**src/rtl/mem_arbiter_if.sv**
```systemverilog
// Bus bundle for the two-requester memory arbiter: fetch port, data port and memory port.
// The arbiter attaches through the slave modport; the requester/memory environment uses master.
interface mem_arbiter_if #(
  parameter int unsigned DW = 32,
  parameter int unsigned AW = 32
);
  logic          i_req;
  logic [AW-1:0] i_addr;
  logic [DW-1:0] i_rdata;
  logic          i_valid;

  logic          d_req;
  logic          d_we;
  logic [AW-1:0] d_addr;
  logic [DW-1:0] d_wdata;
  logic [DW-1:0] d_rdata;
  logic          d_valid;

  logic          mem_req;
  logic          mem_we;
  logic [AW-1:0] mem_addr;
  logic [DW-1:0] mem_wdata;
  logic [DW-1:0] mem_rdata;
  logic          mem_ack;

  logic          stall_i;
  logic          stall_d;
  logic          tmo_err;

  modport slave (
    input  i_req, i_addr, d_req, d_we, d_addr, d_wdata, mem_rdata, mem_ack,
    output i_rdata, i_valid, d_rdata, d_valid, mem_req, mem_we, mem_addr, mem_wdata,
           stall_i, stall_d, tmo_err
  );

  modport master (
    output i_req, i_addr, d_req, d_we, d_addr, d_wdata, mem_rdata, mem_ack,
    input  i_rdata, i_valid, d_rdata, d_valid, mem_req, mem_we, mem_addr, mem_wdata,
           stall_i, stall_d, tmo_err
  );
endinterface

```
**src/rtl/mem_arbiter.sv**
```systemverilog
// Arbitrates a fetch port and a data port onto one memory port, one transaction at a time,
// with round-robin on contention and a per-transaction ack timeout.
module mem_arbiter #(
  parameter int unsigned DW  = 32,
  parameter int unsigned AW  = 32,
  parameter int unsigned TMO = 64
) (
  input logic          clk,
  input logic          reset,
  mem_arbiter_if.slave bus
);
  localparam int unsigned CW = $clog2(TMO);

  typedef enum logic [1:0] {IDLE, IBUSY, DBUSY} state_t;

  state_t        state, stateNext;
  logic          lastGrantD;
  logic          served;
  logic [CW-1:0] tmoCnt;

  logic          iPend, dPend, done, grant;
  logic [AW-1:0] addrSel;
  logic [DW-1:0] wdataSel, rdataSel;
  logic          weSel;

  // A requester whose valid pulse is up is still holding its finished request; mask it.
  assign bus.stall_i = bus.i_req & ~bus.i_valid;
  assign bus.stall_d = bus.d_req & ~bus.d_valid;

  always_comb begin
    stateNext = state;
    iPend     = bus.i_req & ~bus.i_valid;
    dPend     = bus.d_req & ~bus.d_valid;
    done      = 1'b0;
    grant     = 1'b0;
    addrSel   = bus.i_addr;
    wdataSel  = '0;
    weSel     = 1'b0;
    rdataSel  = bus.mem_ack ? bus.mem_rdata : '0;
    case (state)
      IDLE: begin
        // Until something has completed since reset, contention favours the data port.
        if (dPend && (!iPend || !(served && lastGrantD))) begin
          stateNext = DBUSY;
          grant     = 1'b1;
          addrSel   = bus.d_addr;
          wdataSel  = bus.d_wdata;
          weSel     = bus.d_we;
        end else if (iPend) begin
          stateNext = IBUSY;
          grant     = 1'b1;
        end
      end
      IBUSY, DBUSY: begin
        done = bus.mem_ack | (tmoCnt == CW'(TMO - 1));
        if (done) stateNext = IDLE;
      end
      default: stateNext = IDLE;
    endcase
  end

  always_ff @(posedge clk) begin
    if (!reset) state <= IDLE;
    else        state <= stateNext;
  end

  always_ff @(posedge clk) begin
    if (!reset) begin
      bus.mem_req   <= 1'b0;
      bus.mem_we    <= 1'b0;
      bus.mem_addr  <= '0;
      bus.mem_wdata <= '0;
      bus.i_valid   <= 1'b0;
      bus.d_valid   <= 1'b0;
      bus.i_rdata   <= '0;
      bus.d_rdata   <= '0;
      bus.tmo_err   <= 1'b0;
      lastGrantD    <= 1'b1;
      served        <= 1'b0;
      tmoCnt        <= '0;
    end else begin
      bus.i_valid <= 1'b0;
      bus.d_valid <= 1'b0;
      if (grant) begin
        bus.mem_req   <= 1'b1;
        bus.mem_we    <= weSel;
        bus.mem_addr  <= addrSel;
        bus.mem_wdata <= wdataSel;
        tmoCnt        <= '0;
      end else if (done) begin
        bus.mem_req <= 1'b0;
        lastGrantD  <= (state == DBUSY);
        served      <= 1'b1;
        if (!bus.mem_ack) bus.tmo_err <= 1'b1;
        if (state == IBUSY) begin
          bus.i_valid <= 1'b1;
          bus.i_rdata <= rdataSel;
        end else begin
          bus.d_valid <= 1'b1;
          if (!bus.mem_we) bus.d_rdata <= rdataSel;
        end
      end else if (state != IDLE) begin
        tmoCnt <= tmoCnt + 1'b1;
      end
    end
  end
endmodule

```
**src/flat_wrapper.sv**
```systemverilog
// flat-port wrapper written by rule: the top's interface ports become plain ports
module mem_arbiter_flat 
#(
  parameter int unsigned DW  = 32,
  parameter int unsigned AW  = 32,
  parameter int unsigned TMO = 64
)
  (clk, reset, bus_i_req, bus_i_addr, bus_d_req, bus_d_we, bus_d_addr, bus_d_wdata, bus_mem_rdata, bus_mem_ack, bus_i_rdata, bus_i_valid, bus_d_rdata, bus_d_valid, bus_mem_req, bus_mem_we, bus_mem_addr, bus_mem_wdata, bus_stall_i, bus_stall_d, bus_tmo_err);
  mem_arbiter_if #(.DW(DW), .AW(AW)) bus_i ();
  input logic clk;
  input logic reset;
  input wire logic [$bits(bus_i.i_req)-1:0] bus_i_req;
  input wire logic [$bits(bus_i.i_addr)-1:0] bus_i_addr;
  input wire logic [$bits(bus_i.d_req)-1:0] bus_d_req;
  input wire logic [$bits(bus_i.d_we)-1:0] bus_d_we;
  input wire logic [$bits(bus_i.d_addr)-1:0] bus_d_addr;
  input wire logic [$bits(bus_i.d_wdata)-1:0] bus_d_wdata;
  input wire logic [$bits(bus_i.mem_rdata)-1:0] bus_mem_rdata;
  input wire logic [$bits(bus_i.mem_ack)-1:0] bus_mem_ack;
  output wire logic [$bits(bus_i.i_rdata)-1:0] bus_i_rdata;
  output wire logic [$bits(bus_i.i_valid)-1:0] bus_i_valid;
  output wire logic [$bits(bus_i.d_rdata)-1:0] bus_d_rdata;
  output wire logic [$bits(bus_i.d_valid)-1:0] bus_d_valid;
  output wire logic [$bits(bus_i.mem_req)-1:0] bus_mem_req;
  output wire logic [$bits(bus_i.mem_we)-1:0] bus_mem_we;
  output wire logic [$bits(bus_i.mem_addr)-1:0] bus_mem_addr;
  output wire logic [$bits(bus_i.mem_wdata)-1:0] bus_mem_wdata;
  output wire logic [$bits(bus_i.stall_i)-1:0] bus_stall_i;
  output wire logic [$bits(bus_i.stall_d)-1:0] bus_stall_d;
  output wire logic [$bits(bus_i.tmo_err)-1:0] bus_tmo_err;
  assign bus_i.i_req = bus_i_req;
  assign bus_i.i_addr = bus_i_addr;
  assign bus_i.d_req = bus_d_req;
  assign bus_i.d_we = bus_d_we;
  assign bus_i.d_addr = bus_d_addr;
  assign bus_i.d_wdata = bus_d_wdata;
  assign bus_i.mem_rdata = bus_mem_rdata;
  assign bus_i.mem_ack = bus_mem_ack;
  assign bus_i_rdata = bus_i.i_rdata;
  assign bus_i_valid = bus_i.i_valid;
  assign bus_d_rdata = bus_i.d_rdata;
  assign bus_d_valid = bus_i.d_valid;
  assign bus_mem_req = bus_i.mem_req;
  assign bus_mem_we = bus_i.mem_we;
  assign bus_mem_addr = bus_i.mem_addr;
  assign bus_mem_wdata = bus_i.mem_wdata;
  assign bus_stall_i = bus_i.stall_i;
  assign bus_stall_d = bus_i.stall_d;
  assign bus_tmo_err = bus_i.tmo_err;
  mem_arbiter #(.DW(DW), .AW(AW), .TMO(TMO)) u_core (.clk(clk), .reset(reset), .bus(bus_i));
endmodule
```
**config.mk**
```make
export PLATFORM = sky130hd
export DESIGN_NAME = mem_arbiter_flat
export DESIGN_NICKNAME = d
export VERILOG_FILES = /design/src/rtl/mem_arbiter_if.sv /design/src/rtl/mem_arbiter.sv /design/src/flat_wrapper.sv
export SDC_FILE = /design/constraint.sdc
export NUM_CORES = 1
export LEC_CHECK = 0
export ABC_AREA = 1
export ABC_CLOCK_PERIOD_IN_PS = 2150
export BUFFER_PORTS_ARGS = -buffer_cell sky130_fd_sc_hd__buf_4
export CAP_MARGIN = 30
export CORE_MARGIN = 4
export CORE_UTILIZATION = 30
export CTS_CLUSTER_DIAMETER = 100
export DETAILED_ROUTE_END_ITERATION = 16
export HOLD_SLACK_MARGIN = 0.15
export PLACE_DENSITY_LB_ADDON = 0.08
export RECOVER_POWER = 50
export SLEW_MARGIN = 5
export SYNTH_ARGS = -nofsm -noshare
export SYNTH_HDL_FRONTEND = slang
export SYNTH_SLANG_ARGS = --single-unit
export TNS_END_PERCENT = 50
```
**constraint.sdc**
```tcl
create_clock -name clk -period 2.15 [get_ports clk]
set_input_delay 0 -clock clk [delete_from_list [all_inputs] [get_ports clk]]
set_output_delay 0 -clock clk [all_outputs]
set_load 0.005 [all_outputs]
```
### After elaboration in Yosys (flattened, before gate mapping)

Cells that the tools add are included.

| storage, ports and cells | value |
|---|---|
| register bits after elaboration | 143 |
| bits of input ports | 134 |
| output and inout bits | 135 |

| cells by class | value |
|---|---|
| $add $sub $neg | 1 |
| eq/ne operators | 5 |
| mux-type cells | 19 |
| bitwise operators | 11 |
| reduce and logical (&&, ||, !) cells | 17 |

Operators with widths:

| cell | count |
|---|---|
| 2-to-1 mux 32 bit | 5 |
| 2-to-1 mux 1 bit | 10 |
| NOT 1 bit | 8 |
| adder 6 x 1 -> 6 bit (second input constant) | 1 |
| equality test 6 bit (second input constant) | 1 |
| 2-to-1 mux 2 bit | 3 |
| AND reduction 2 bit | 3 |
| AND reduction 3 bit | 2 |
| case mux 2 bit (2 select lines) | 1 |
| AND reduction 4 bit | 1 |
| nonzero test 2 bit | 2 |
| OR reduction 2 bit | 2 |
| != test 3 x 2 -> 1 bit (second input constant) | 1 |
| OR reduction 3 bit | 1 |
| bitwise AND 1 bit | 2 |
| equality test 2 x 1 -> 1 bit (second input constant) | 1 |
| equality test 2 bit (second input constant) | 1 |
| logical AND 1 bit | 2 |
| zero test 1 bit | 2 |
| zero test 2 bit | 1 |
| != test 2 x 1 -> 1 bit (second input constant) | 1 |
| logical OR 1 bit | 1 |
| bitwise OR 1 bit | 1 |

### Longest topological paths before layout

| logic depth | value |
|---|---|
| depth in word-level cells | 9 |
| depth in mapped cells | 10 |

### Least setup slack after synthesis

Ideal clock, no wire load.

| path | value |
|---|---|
| path kind | register to register |
| start | register u_core.state[0] |
| end | register u_core.bus.i_rdata[10] |
| library setup time | 0.132 ns |
| data arrival time | 1.505 ns |
| path slack | 0.513 ns |
| stages on the path, launching flop included | 8 |
| buffers on the path | 2 |
| period minus slack after synthesis | 1.637 ns |
| cell sequence | dfxtp_1 inv_1 ha_1 clkbuf_1 nand3_1 clkbuf_1 nand2_1 a21oi_1 |

| between the ends | value |
|---|---|
| word-level cells in the longest chain between the ends | 4 |
| elaborated cells on any way between the ends | 8 |
| those cells by class | eq/ne (2); mux (2); bitwise (1); reduce/logical (3) |

RTL lines:

| element | RTL line | RTL |
|---|---|---|
| start: declaration | mem_arbiter.sv:16 | `state_t state, stateNext;` |
| start signal: assignment | mem_arbiter.sv:64 | `else state <= stateNext;` |
| equality test 2 x 1 -> 1 bit (tied with other cells) | mem_arbiter.sv:40, mem_arbiter.sv:95 |  |
| OR reduction 2 bit or 2-to-1 mux 1 bit (tied branches) | mem_arbiter.sv:40 | `case (state)` |
| 2-to-1 mux 1 bit or NOT 1 bit (tied branches) | n/a |  |
| AND reduction 3 bit (no line) (*) | n/a |  |
| end signal: assignment | mem_arbiter.sv:97 | `bus.i_rdata <= rdataSel;` |
| end: declaration | mem_arbiter_if.sv:32 | `output i_rdata, i_valid, d_rdata, d_valid, mem_req, mem_we, mem_addr, mem_wdata,` |

Mark *: on every way between the ends. The rest lies on a longest branch, timed or not.
A chain may end at the register's enable or synchronous reset.

### Worst setup path after layout

| path | value |
|---|---|
| start | register u_core.state[0] |
| end | register u_core.bus.mem_wdata[26] |

| between the ends | value |
|---|---|
| word-level cells in the longest chain between the ends | 2 |
| elaborated cells on any way between the ends | 3 |
| those cells by class | mux (2); reduce/logical (1) |

RTL lines:

| element | RTL line | RTL |
|---|---|---|
| zero test 2 bit (*) | mem_arbiter.sv:40 |  |
| 2-to-1 mux 32 bit or 2-to-1 mux 1 bit (tied branches) | mem_arbiter.sv:40 |  |
| end signal: assignment | mem_arbiter.sv:88 | `bus.mem_wdata <= wdataSel;` |
| end: declaration | mem_arbiter_if.sv:32 |  |

Marked as above.

==> out/results.txt <==
The flip-flop and latch area was 2860 µm². Data on the critical path arrives at its endpoint at 2.32 ns. In this run the worst path has a maximum fanout of 33.

The routed wire length per instance is 13.6 µm. Worst-case hold path end point: u_core.lastGrantD. The number of antenna cells inserted is 0. The run finished with clean final reports. For this run, the post-layout net count is 1,461. The sort of element at the start of the critical path is a register.

The endpoint of the worst register-to-register path is u_core.bus.mem_wdata[26]. The critical path in this run is classified as reg -> reg. The count of endpoints failing hold in the final timing report came out at 0. Entering global routing, the biggest net connects 66 pins. Clock tree synthesis inserted a total of 17 buffers. The clock arrives with 0.0113 ns of skew. For the maximum level of the CTS H-tree, the log shows 4.

The pre-antenna-repair detailed-routing pass consisted of 4 iterations. The worst-case vdd ir drop was 0.566 mV; the area of the placeable core was 20,300 µm². Counting I/O delays and the setup requirement, the final critical path takes 2.02 ns. In this run the static leakage power is 0.00530 µW. Once placement finished, the instance area stood at 8490 µm². The cell sitting at the root of the clock tree is a sky130_fd_sc_hd__clkbuf_16. Of the available clock period, the critical path in the final layout requires 94.1%. For the routed wire length, the log shows 21.9 mm.

The insertion delay to the later sink of the worst-skew pair was 0.42 ns; the worst-case headroom to the max-slew limit was 68.8%. For the total number of clock tree sinks, the log shows 143. For this run, design rule violations remaining after detail routing come to 0. The congestion estimate from routability-driven global placement came to 0.740.

The utilization of the core after routing is 50.6%, and the reg-to-reg setup timing slack is 0.13 ns. After technology mapping, the gate count stands at 932. The first routing iteration left 279 violations.

The routed layout has 6,910 vias. The area of the die is 23,000 µm², and the number of cells on the worst hold path is 5. At the worst endpoint, the required time is 2.45 ns. The width of the die came out at 152 µm. The worst hold path belongs to the class in -> reg.

The final-report max-slew violation count is 0. TritonCTS built the clock tree. The number of warning messages in the yosys log came out at 0. The via count normalized by instance count is 4.31, and the transition time of the tightest slew-check pin is 0.469 ns. First-pass GRT wire length: 33.3 mm. Via count of the first global-routing pass: 6,611. Highest clock rate: 494 MHz. The initial antenna violation count is 0, and the area overhead of the layout relative to synthesis is 65.8%. Counting along the longest clock path gives a buffer depth of 2. The remaining antenna violation count after routing was 0; the max-capacitance violation count was 0. For this configuration, the core starts out at a cell density of 30.5%. The aggregate global routing overflow is 0, and the average cell area after synthesis is 6.65 µm². The sequential-to-total area share from yosys stat is 46.2%, and the total standard cell area after synthesis is 6190 µm².

The summed area of non-filler cells in the final layout was 10,300 µm². In the final layout, the share of cells above drive strength 1 is 19.0%. I/O pin count: 269. Source of the worst register-to-register timing path: u_core.state[0]. The filler cell count was 2,081; the count of instances resized after the clock tree is built was 0. The worst hold path begins at bus_mem_ack. Clock input transition at the sequential cells of the worst setup and hold paths: 0.06 ns. Summing all multi-input logic gate instances after layout gives 2560 µm².

The power per cell area is 767 nW/µm². The number of placement rows came out at 52. STA classifies the critical path endpoint as a register.

For the worst flop-to-flop path, the logic depth is 8. Adding up every negative setup slack in the final design gives 0 ns. Buffers placed on the I/O ports in this run total 268. Setup violations remaining at the end of the flow were counted as 0. The final worst hold slack was 0.178 ns; the flop and latch count out of synthesis was 143.

The tools report the total global-route track usage as 18.1%. Measured along the y axis, the die boundary spans 152 µm. The logs give 1,071 for the net count after synthesis and 14.6 mm for the post-detailed-placement half-perimeter wirelength.

The count of cell types in the netlist is 20.
## cell type report
type | count | area share (%)
Multi-Input combinational cell | 591 | 25.0
Clock inverter | 14 | 2.23
Sequential cell | 143 | 27.9
Inverter | 143 | 5.23
Timing Repair Buffer | 426 | 32.1
Tap cell | 270 | 3.29
Clock buffer | 18 | 4.28
## per-stage QoR
| stage | std cells | power (µW) | setup slack, ns |
|---|---|---|---|
| 2_1_floorplan | 932 | 3690 | 0.513 |
| 3_3_place_gp | 1435 | 4460 | 0.385 |
| 3_5_place_dp | 1435 | 4460 | 0.362 |
| 4_1_cts | 1602 | 8040 | 0.0645 |
| 5_1_grt | 1605 | 8290 | -0.0155 |
| 6_report | 1605 | 7880 | 0.126 |
## flip-flops by register name, indices dropped and copies added, names as in the netlist
| signal | count |
|---|---|
| u_core.bus.mem_wdata | 32 |
| u_core.tmoCnt | 6 |
| u_core.bus.mem_req | 1 |
| u_core.lastGrantD | 1 |
| u_core.bus.d_rdata | 32 |
| u_core.served | 1 |
| u_core.bus.i_valid | 1 |
| u_core.bus.i_rdata | 32 |
| u_core.bus.tmo_err | 1 |
| u_core.bus.mem_addr | 32 |
| u_core.bus.d_valid | 1 |
| u_core.state | 2 |
| u_core.bus.mem_we | 1 |
## power breakdown
group | switching [µW] | internal (µW) | leakage (µW)
Sequential | 108 | 2870 | 0.00117
Combinational | 833 | 728 | 0.00382
Clock | 1230 | 2120 | 0.000320
## per-layer routing
| metal | global-route usage, % | share of wire (%) |
|---|---|---|
| met4 | 5.35 | 1.6 |
| met1 | 21.5 | 42 |
| met3 | 6.63 | 8.1 |
| met2 | 30.7 | 48 |
| met5 | 0 | 0 |
## placed cells by master (no fill, tap or decap)
master,Yosys,final
sky130_fd_sc_hd__nand2_1,351,351
sky130_fd_sc_hd__buf_4,4,153
sky130_fd_sc_hd__dfxtp_1,143,143
sky130_fd_sc_hd__inv_1,142,142
sky130_fd_sc_hd__dlygate4sd3_1,0,135
sky130_fd_sc_hd__nand3_1,79,80
sky130_fd_sc_hd__clkbuf_1,32,75
sky130_fd_sc_hd__nor2_1,74,71
sky130_fd_sc_hd__clkbuf_4,0,60
sky130_fd_sc_hd__a21oi_1,40,40
sky130_fd_sc_hd__nand4_1,32,32
sky130_fd_sc_hd__clkbuf_16,0,18
sky130_fd_sc_hd__ha_1,5,5
sky130_fd_sc_hd__bufinv_16,0,5
sky130_fd_sc_hd__o21ai_0,3,3
sky130_fd_sc_hd__clkinv_4,0,3
sky130_fd_sc_hd__inv_6,0,3
sky130_fd_sc_hd__nor2_4,0,2
sky130_fd_sc_hd__xnor2_1,2,2
sky130_fd_sc_hd__clkinvlp_4,0,2
sky130_fd_sc_hd__buf_12,0,2
sky130_fd_sc_hd__inv_2,1,1
sky130_fd_sc_hd__nor2_2,0,1
sky130_fd_sc_hd__o21bai_4,1,1
sky130_fd_sc_hd__nand4_4,1,1
sky130_fd_sc_hd__xor2_1,1,1
sky130_fd_sc_hd__nand3b_1,1,1
sky130_fd_sc_hd__clkbuf_8,0,1
sky130_fd_sc_hd__inv_8,0,1
## how the worst max path moves through the flow
stage / cells after the start / end / slack, ns / from
floorplan: 7 / u_core.bus.i_rdata[10] / 0.51 / u_core.state[0]
global placement: 7 / u_core.tmoCnt[1] / 0.38 / u_core.state[0]
detailed placement: 7 / u_core.tmoCnt[2] / 0.36 / u_core.state[0]
CTS: 8 / u_core.bus.mem_wdata[26] / 0.06 / u_core.state[0]
global route: 8 / u_core.bus.mem_wdata[26] / -0.02 / u_core.state[0]
finish: 8 / u_core.bus.mem_wdata[26] / 0.13 / u_core.state[0]
## critical path, stage by stage (launching register included)
cell                            delay (ns)
sky130_fd_sc_hd__dfxtp_1              0.39
sky130_fd_sc_hd__inv_1                0.08
sky130_fd_sc_hd__ha_1                 0.24
sky130_fd_sc_hd__inv_1                0.27
sky130_fd_sc_hd__nor2_4               0.07
sky130_fd_sc_hd__buf_12               0.18
sky130_fd_sc_hd__nand3_1              0.09
sky130_fd_sc_hd__nand2_1              0.06
sky130_fd_sc_hd__dlygate4sd3_1        0.54
## what timing repair did
item                                    in CTS  in global routing
endpoints found under the setup margin       0                  2
buffers inserted                             0                  2
hold buffers                               135                  0
hold endpoints to repair                   132                  0
## kinds of logic (layout without fill, tap and decap cells)
family,Yosys count,after routing,share of synthesized area (%)
xor+xnor,3,3,0.424
buf+inv,198,601,12.6
fa+ha+maj,5,5,1.01
flops,143,143,46.2
compound gates,44,44,3.78
simple gates,539,539,36.0
## synthesized netlist by cell type
master | number | area (µm²)
sky130_fd_sc_hd__a21oi_1 | 40 | 200
sky130_fd_sc_hd__buf_1 | 3 | 11.3
sky130_fd_sc_hd__nor2_1 | 74 | 278
sky130_fd_sc_hd__buf_4 | 4 | 30.0
sky130_fd_sc_hd__nand3_1 | 79 | 395
sky130_fd_sc_hd__o21bai_4 | 1 | 18.8
sky130_fd_sc_hd__clkbuf_1 | 32 | 120
sky130_fd_sc_hd__dfxtp_1 | 143 | 2860
sky130_fd_sc_hd__o21ai_0 | 3 | 15.0
sky130_fd_sc_hd__inv_2 | 1 | 3.75
sky130_fd_sc_hd__nand3b_1 | 1 | 7.51
sky130_fd_sc_hd__buf_2 | 16 | 80.1
sky130_fd_sc_hd__nand3_2 | 1 | 10.0
sky130_fd_sc_hd__nand4_4 | 1 | 21.3
sky130_fd_sc_hd__nand4_1 | 32 | 200
sky130_fd_sc_hd__xor2_1 | 1 | 8.76
sky130_fd_sc_hd__xnor2_1 | 2 | 17.5
sky130_fd_sc_hd__ha_1 | 5 | 62.6
sky130_fd_sc_hd__nand2_1 | 351 | 1320
sky130_fd_sc_hd__inv_1 | 142 | 533
No activity file was read; power rests on OpenSTA's default activity.
